$ cat config.mk
export PLATFORM = sky130hd
export DESIGN_NAME = xor_txn_driver
export DESIGN_NICKNAME = d
export VERILOG_FILES = /design/src/rtl/xor_txn_pkg.sv /design/src/rtl/xor_txn_expq.sv /design/src/rtl/xor_txn_driver.sv
export SDC_FILE = /design/constraint.sdc
export NUM_CORES = 1
export LEC_CHECK = 0
export ABC_CLOCK_PERIOD_IN_PS = 1900
export CORE_MARGIN = 5
export CORE_UTILIZATION = 37
export CTS_BUF_LIST = sky130_fd_sc_hd__clkbuf_4 sky130_fd_sc_hd__clkbuf_8
export CTS_CLUSTER_DIAMETER = 200
export CTS_CLUSTER_SIZE = 10
export DETAILED_ROUTE_END_ITERATION = 10
export DONT_BUFFER_PORTS = 1
export SLEW_MARGIN = 20
export SYNTH_ARGS = -nofsm -noshare
export SYNTH_HDL_FRONTEND = slang
export SYNTH_SLANG_ARGS = --single-unit
$ cat constraint.sdc
create_clock -name clk -period 1.9 [get_ports clk]
set_input_delay 0.38 -clock clk [delete_from_list [all_inputs] [get_ports clk]]
set_output_delay 0.38 -clock clk [all_outputs]
set_load 0.01 [all_outputs]
$ cat src/rtl/xor_txn_pkg.sv
// Shared types and constants for the XOR transaction driver: FSM states and
// the 8-bit Fibonacci LFSR (x^8+x^6+x^5+x^4+1) helpers.
package xor_txn_pkg;

    typedef enum logic [1:0] {
        ST_IDLE,
        ST_RUN,
        ST_DRAIN,
        ST_DONE
    } state_t;

    // Feedback taps at bits 7,5,4,3 for x^8+x^6+x^5+x^4+1
    localparam logic [7:0] LFSR_TAPS     = 8'hB8;
    localparam logic [7:0] LFSR_ZERO_SUB = 8'h01;

    function automatic logic [7:0] lfsr_step(input logic [7:0] s);
        return {s[6:0], ^(s & LFSR_TAPS)};
    endfunction

    // An all-zero seed would lock the LFSR, so it is replaced
    function automatic logic [7:0] lfsr_seed(input logic [7:0] s);
        return (s == 8'h00) ? LFSR_ZERO_SUB : s;
    endfunction

endpackage

$ cat src/rtl/xor_txn_expq.sv
// Expected-result queue: 1-bit synchronous FIFO of DEPTH entries (power of two)
// with first-word fall-through read data and a synchronous flush.
module xor_txn_expq #(
    parameter int DEPTH = 8
) (
    input  logic clk,
    input  logic rst,
    input  logic clr,
    input  logic push,
    input  logic din,
    input  logic pop,
    output logic dout,
    output logic full,
    output logic empty
);

    localparam int AW = $clog2(DEPTH);

    logic [DEPTH-1:0] mem;
    logic [AW:0]      wr_ptr;
    logic [AW:0]      rd_ptr;
    logic             do_push;
    logic             do_pop;

    // Extra pointer MSB distinguishes full from empty when the indices match
    assign empty   = (wr_ptr == rd_ptr);
    assign full    = (wr_ptr[AW] != rd_ptr[AW]) && (wr_ptr[AW-1:0] == rd_ptr[AW-1:0]);
    assign do_push = push && !full;
    assign do_pop  = pop && !empty;
    assign dout    = mem[rd_ptr[AW-1:0]];

    // NOTE: sequential state is assigned with <= so every flop samples pre-edge values.
    always_ff @(posedge clk) begin
        if (!rst || clr) begin
            wr_ptr <= '0;
            rd_ptr <= '0;
        end else begin
            if (do_push) wr_ptr <= wr_ptr + 1'b1;
            if (do_pop)  rd_ptr <= rd_ptr + 1'b1;
        end
    end

    // NOTE: storage is deliberately not reset; the pointers alone define which entries are valid.
    always_ff @(posedge clk) begin
        if (do_push) mem[wr_ptr[AW-1:0]] <= din;
    end

endmodule

$ cat src/rtl/xor_txn_driver.sv
// Drives LFSR operand pairs into an XOR DUT's input FIFO and collects results.
// Define XOR_TXN_SCOREBOARD_EN to build the expected queue and result checking.
module xor_txn_driver
    import xor_txn_pkg::*;
#(
    parameter int CNT_W     = 8,
    parameter int EXP_DEPTH = 8
) (
    input  logic             clk,
    input  logic             rst,
    input  logic             start,
    input  logic [CNT_W-1:0] count,
    input  logic [7:0]       seed,
    output logic [1:0]       din,
    output logic             wr_en,
    input  logic             full,
    input  logic [1:0]       dout,
    output logic             rd_en,
    input  logic             empty,
    output logic             busy,
    output logic             done,
    output logic [CNT_W-1:0] recv_cnt,
    output logic [CNT_W-1:0] err_cnt
);

    state_t           state_q;
    state_t           state_d;
    logic [CNT_W-1:0] count_q;
    logic [CNT_W-1:0] sent_q;
    logic [7:0]       lfsr_q;
    logic             rd_vld;
    logic             start_ok;
    logic             exp_full;

    assign start_ok = start && (state_q == ST_IDLE || state_q == ST_DONE);
    assign din      = lfsr_q[1:0];

    always_ff @(posedge clk) begin
        if (!rst) state_q <= ST_IDLE;
        else      state_q <= state_d;
    end

    // NOTE: every output of this block gets a default first, so no path can infer a latch.
    always_comb begin
        state_d = state_q;
        wr_en   = 1'b0;
        rd_en   = 1'b0;
        busy    = 1'b0;
        done    = 1'b0;
        case (state_q)
            ST_IDLE: begin
                if (start_ok) state_d = ST_RUN;
            end
            ST_RUN: begin
                busy  = 1'b1;
                wr_en = (sent_q < count_q) && !full && !exp_full;
                rd_en = !empty;
                if (sent_q == count_q) state_d = ST_DRAIN;
            end
            ST_DRAIN: begin
                busy  = 1'b1;
                rd_en = !empty;
                if (recv_cnt == count_q) state_d = ST_DONE;
            end
            ST_DONE: begin
                done = 1'b1;
                if (start_ok) state_d = ST_RUN;
            end
            default: state_d = ST_IDLE;
        endcase
    end

    // rd_vld marks the cycle in which dout holds the word requested by rd_en
    always_ff @(posedge clk) begin
        if (!rst) begin
            count_q  <= '0;
            sent_q   <= '0;
            recv_cnt <= '0;
            lfsr_q   <= LFSR_ZERO_SUB;
            rd_vld   <= 1'b0;
        end else begin
            rd_vld <= rd_en;
            if (start_ok) begin
                count_q  <= count;
                sent_q   <= '0;
                recv_cnt <= '0;
                lfsr_q   <= lfsr_seed(seed);
            end else begin
                if (wr_en) begin
                    sent_q <= sent_q + 1'b1;
                    lfsr_q <= lfsr_step(lfsr_q);
                end
                if (rd_vld) recv_cnt <= recv_cnt + 1'b1;
            end
        end
    end

`ifdef XOR_TXN_SCOREBOARD_EN
    logic exp_bit;
    logic exp_empty;
    logic mismatch;

    xor_txn_expq #(
        .DEPTH (EXP_DEPTH)
    ) u_expq (
        .clk   (clk),
        .rst   (rst),
        .clr   (start_ok),
        .push  (wr_en),
        .din   (din[1] ^ din[0]),
        .pop   (rd_vld),
        .dout  (exp_bit),
        .full  (exp_full),
        .empty (exp_empty)
    );

    // A result with nothing outstanding is itself an error
    assign mismatch = exp_empty || (dout[0] != exp_bit) || dout[1];

    always_ff @(posedge clk) begin
        if (!rst || start_ok) begin
            err_cnt <= '0;
        end else if (rd_vld && mismatch && (err_cnt != {CNT_W{1'b1}})) begin
            err_cnt <= err_cnt + 1'b1;
        end
    end
`else
    logic dout_unused;

    assign exp_full    = 1'b0;
    assign err_cnt     = '0;
    assign dout_unused = ^dout;
`endif

endmodule

==> results.toml, run 1 <==
[clock_network]
clockBufferDepth = 2
cts_tree = "built"
ctsHoldBuffers = 0
clk_pin_slew_ns = 0.07
root_buffer = "clkbuf_8"
clkSinkCount = 35
worstSkewPairLatency_ns = 0.28
numCtsBuffers = 5
htreeDepth = 2

[global_route]
grt_overflow_total = 0
grt_pass1_wl_um = 7490
first_global_vias = 1588
grt_busiest_layer = "met2"
grt_max_degree = 24
use_met3_pct = 4.05
grtUsageTotal_pct = 13.1
met1_usage_pct = 17.3
grt_util_met2_pct = 20.1
antenna_found_initial = 0

[yosys]
yosysWarnings = 0
syn_avg_cell_area_um2 = 8.25
synth-main-ff-cell = "dfxtp_1"
ys_seq_area_share_pct = 35.1
async_flop_share_pct = 0
synth_area_leaders = "dfxtp_1 35%, ha_1 8.8%, xor2_1 5.7%, a21oi_1 5.3%, nand2_1 5.3%"
synth_edf_count = 0
netlist_instances = 242
netlist.area_leader.share_pct = 35.1
yosys.area.top_type = "dfxtp_1"
ys_ff_latch = 35
syn_area_mm2 = 0.00200
synth.distinct_cells = 35

[placement]
io_buffers = 0
place_hpwl_um = 3330
place_ws_ns = -0.0621
place.gp.congestion = 0.774
dp.cells = 323

[route]
dr.pass1.iters = 4
drt_iter0_drc = 53
finalWirelength_um = 4630
post-route-drc-count = 0
wire_per_inst_um = 13.9
vias_per_cell = 5.14
route.vias.total = 1718
drtAntennaViolNets = 0

[sta]
clock_skew_ns = 0.00476
slew_viol_final = 0
fin_crit_ns = 2.08
fin_crit_sh_pct = 109
setup_viol = 6
rsz0062_at_grt = "true"
setup_tns_ns = -0.540
hold_viol = 0
fmax_ghz = 0.481
worst_slack_ns = -0.180

[final_layout]
syn_to_final_growth_pct = 20.6
layout.nets = 300
num_antenna_cells = 0
final_cell_mix = "30 x dfxtp_1, 28 x nand2_1, 24 x buf_4"
drive_gt1_share_pct = 24.6
final_common_cell = "dfxtp_1"
instances_no_fill = 334

[die]
rows = 26
coreArea_mm2 = 0.00517
die-height_um = 83.5
die_w_um = 83.5
die_area_mm2 = 0.00697
io_pins = 45
initial_core_util_pct = 38.6

[critical_path]
rr_worst_depth = 8
path_class = "flop to output port"
timing.rr.start = "count_q[1]$_SDFFE_PN0P_"
crit_fanout = 2
crit_arrival_ns = 1.70
endpoint_kind = "output port"
cp-start-kind = "flop"
required_ns = 1.52
rrSetupSlack_ns = -0.09
r2r-end = "sent_q[7]$_SDFFE_PP0P_"

[power_and_ir_drop]
power_density_mw_per_mm2 = 1130
leakage_nw = 0.967
peakVddDrop_v = 0.000672

[min_path]
hp-class = "input port to flop"
hold_path.startpoint = "rst"
whs_endpoint = "lfsr_q[0]$_SDFFE_PN1P_"
hold_depth = 1

[status]
violations = "setup timing"
status = "finished, violations left"

[flow_run]
maxCapViolations = 0
==> worst max-delay path by stage <==
stage | slack [ns] | end | from | cells after the start
2_1_floorplan | 0.01 | sent_q[6]$_SDFFE_PP0P_ | count_q[1]$_SDFFE_PN0P_ | 8
4_1_cts | -0.22 | wr_en | count_q[7]$_SDFFE_PN0P_ | 6
5_1_grt | -0.25 | wr_en | count_q[1]$_SDFFE_PN0P_ | 7
6_report | -0.18 | wr_en | count_q[1]$_SDFFE_PN0P_ | 7
3_5_place_dp | -0.06 | sent_q[3]$_SDFFE_PP0P_ | count_q[1]$_SDFFE_PN0P_ | 8
3_3_place_gp | -0.05 | sent_q[3]$_SDFFE_PP0P_ | count_q[1]$_SDFFE_PN0P_ | 8
==> layout make-up <==
class	count	area, µm²
repair buffers	30	251
multi-input cells	179	1230
inverters	12	45.0
well taps	70	87.6
fillers	510	2770
clock inverters	1	5.00
flip-flops and latches	35	707
clock buffers	7	83.8
==> sequential cells by signal (all words and copies together), names as in the netlist <==
register  flops
count_q       8
state_q       2
recv_cnt      8
sent_q        8
rd_vld        1
lfsr_q        8
==> metrics by stage <==
stage	hold slack [ns]	utilization (%)	area [µm²]	power, mW
6_report	0.187	46.5	2410	2.72
5_1_grt	0.184	46.5	2410	2.92
4_1_cts	0.175	45.3	2340	2.66
3_5_place_dp	0.474	42.4	2190	2.03
3_3_place_gp	0.467	42.4	2190	2.01
2_1_floorplan	0.448	-	2040	1.73
==> per-layer routing <==
metal | wire length (µm) | share of wire, %
met1 | 2150 | 46
met2 | 2150 | 46
met3 | 279 | 6.0
met4 | 51 | 1.1
met5 | 0 | 0
==> Yosys cell counts, types with 2 or more instances <==
| library cell | n |
|---|---|
| mux2i_1 | 3 |
| a31oi_1 | 8 |
| a21oi_1 | 21 |
| dfxtp_1 | 35 |
| and2_1 | 4 |
| ha_1 | 14 |
| o31ai_1 | 5 |
| nand2_1 | 28 |
| clkbuf_1 | 10 |
| a21boi_0 | 8 |
| buf_4 | 10 |
| nand4_1 | 7 |
| or4_1 | 6 |
| nor2_1 | 9 |
| nor4_1 | 3 |
| inv_1 | 12 |
| xnor2_1 | 3 |
| and3_1 | 2 |
| xor2_1 | 13 |
| or3_1 | 2 |
| buf_2 | 2 |
| o21ai_0 | 21 |
| nand3_1 | 4 |
==> power breakdown <==
group | internal, mW | switching, mW | total [mW]
Clock | 0.286 | 0.264 | 0.550
Sequential | 0.863 | 0.106 | 0.969
Combinational | 0.526 | 0.680 | 1.21
==> repair_timing <==
action / CTS / global route
pin swaps: 8 / 9
endpoints found under the setup margin: 7 / 18
buffers inserted: 4 / 0
hold endpoints to repair: 0 / 0
resized for setup: 13 / 26
==> logic make-up after synthesis <==
| family | after synthesis | synth area share [%] |
|---|---|---|
| AOI/OAI and AO/OA | 70 | 21.7 |
| and+or+nand+nor | 68 | 16.7 |
| other | 1 | 0.188 |
| muxes | 3 | 1.50 |
| DFF | 35 | 35.1 |
| adders and majority gates | 14 | 8.77 |
| xor gates and xnor gates | 16 | 7.02 |
| buffers and inverters | 35 | 8.96 |
==> critical path, cell delays in order (launching register included) <==
cell      delay (ns)
dfxtp_2         0.33
inv_2           0.04
ha_4            0.22
nor2b_1         0.12
o211ai_1        0.28
a21oi_2         0.12
nor2_2          0.16
buf_4           0.14
Note: power is estimated with default switching activity, not from simulation.
==> run 2, diff against run 1 <==
Settings changed: CELL_PAD_IN_SITES_DETAIL_PLACEMENT set to 0, CELL_PAD_IN_SITES_GLOBAL_PLACEMENT set to 1, PLACE_DENSITY_LB_ADDON set to 0.1.
==> run 2 against run 1 <==
Against the previous run: the flow still finishes with violations (setup timing); die area stayed put; sequential cell count unchanged; largest cell class unchanged; largest power group unchanged; critical path type unchanged; fmax down 1.7%.
==> results.toml, run 2 (synthesis results as in run 1) <==
[clock_network]
root_buffer = "clkbuf_8"
clk_pin_slew_ns = 0.07
worstSkewPairLatency_ns = 0.28
cts_tree = "built"
clkSinkCount = 35
numCtsBuffers = 5
htreeDepth = 2
clockBufferDepth = 2
ctsHoldBuffers = 0

[sta]
rsz0062_at_grt = "true"
fin_crit_ns = 2.12
slew_viol_final = 0
worst_slack_ns = -0.217
setup_viol = 7
fmax_ghz = 0.472
hold_viol = 0
fin_crit_sh_pct = 111
setup_tns_ns = -1.07
clock_skew_ns = 0.00368

[min_path]
hold_depth = 1
whs_endpoint = "lfsr_q[0]$_SDFFE_PN1P_"
hold_path.startpoint = "rst"
hp-class = "input port to flop"

[route]
drtAntennaViolNets = 0
drt_iter0_drc = 127
dr.pass1.iters = 4
wire_per_inst_um = 15.1
route.vias.total = 1824
post-route-drc-count = 0
vias_per_cell = 5.33
finalWirelength_um = 5170

[final_layout]
num_antenna_cells = 0
final_cell_mix = "36 x buf_4, 31 x dfxtp_1, 28 x nand2_1"
instances_no_fill = 342
layout.nets = 309
final_common_cell = "buf_4"
syn_to_final_growth_pct = 23.6
drive_gt1_share_pct = 25.7

[die]
coreArea_mm2 = 0.00517
io_pins = 45
die_area_mm2 = 0.00697
die_w_um = 83.5
rows = 26
initial_core_util_pct = 38.6
die-height_um = 83.5

[critical_path]
rrSetupSlack_ns = -0.17
rr_worst_depth = 8
required_ns = 1.52
cp-start-kind = "flop"
crit_arrival_ns = 1.74
path_class = "flop to output port"
endpoint_kind = "output port"
r2r-end = "sent_q[3]$_SDFFE_PP0P_"
timing.rr.start = "count_q[7]$_SDFFE_PN0P_"
crit_fanout = 2

[global_route]
antenna_found_initial = 0
grt_max_degree = 24
first_global_vias = 1844
grt_overflow_total = 0
grtUsageTotal_pct = 15.2
grt_pass1_wl_um = 8660

[status]
violations = "setup timing"
status = "finished, violations left"

[placement]
place.gp.congestion = 0.801
place_hpwl_um = 3840
io_buffers = 0
dp.cells = 327

[power_and_ir_drop]
power_mw = 2.86
power_density_mw_per_mm2 = 1160
peakVddDrop_v = 0.000560
leakage_nw = 1.01

[flow_run]
maxCapViolations = 0
[run 2: routing by layer]
| metal | track usage (%) | vias to the layer above | share of wire (%) | routed length (µm) |
|---|---|---|---|---|
| met5 | 0 | - | 0 | 0 |
| met1 | 18.1 | 868 | 44 | 2270 |
| met2 | 25.9 | 54 | 49 | 2520 |
| met4 | 5.12 | 0 | 1.8 | 94 |
| li1 | - | 894 | - | - |
| met3 | 4.44 | 8 | 5.5 | 282 |
[run 2: worst max-delay path by stage]
stage                       startpoint                     end  cells past startpoint
6_report       count_q[7]$_SDFFE_PN0P_                   wr_en                      7
5_1_grt        count_q[7]$_SDFFE_PN0P_                   wr_en                      7
4_1_cts        count_q[7]$_SDFFE_PN0P_                   wr_en                      7
3_5_place_dp   count_q[1]$_SDFFE_PN0P_  lfsr_q[0]$_SDFFE_PN1P_                      8
3_3_place_gp   count_q[1]$_SDFFE_PN0P_                   wr_en                      7
2_1_floorplan  count_q[1]$_SDFFE_PN0P_  sent_q[6]$_SDFFE_PP0P_                      8
[run 2: where the power goes]
group	internal [mW]	switching (mW)	leakage [nW]
clock network	0.285	0.269	0.0470
logic	0.606	0.732	0.673
registers	0.861	0.113	0.287
total	1.75	1.11	1.01
[run 2: through the flow]
stage	hold slack [ns]	util (%)	instance area, µm²	setup slack, ns
after detailed placement	0.482	43.0	2220	-0.284
final	0.189	47.7	2470	-0.217
after global routing	0.179	47.7	2470	-0.315
after floorplan	0.448	-	2040	0.0116
after global placement	0.466	43.0	2220	-0.191
after CTS	0.183	45.8	2370	-0.284
[run 2: cell type report]
class	instances	area, µm²
Clock inverter	1	5.00
Sequential cell	35	706
Timing Repair Buffer	39	304
Tap cell	70	87.6
Inverter	12	45.0
Fill cell	527	2710
Clock buffer	6	82.6
Multi-Input combinational cell	179	1240
[run 2: timing repair]
item                                    CTS  global route
cloned                                    0             1
setup buffers                             2             7
pin swaps                                 3             5
endpoints found under the setup margin   17            27
gates resized for setup                  21            16
[run 2: worst max-delay path: stages, from the launching register on]
cell	delay, ns
dfxtp_2	0.34
inv_2	0.05
ha_4	0.21
buf_6	0.12
a2111oi_4	0.37
o21ai_4	0.12
nor2_2	0.12
buf_4	0.13
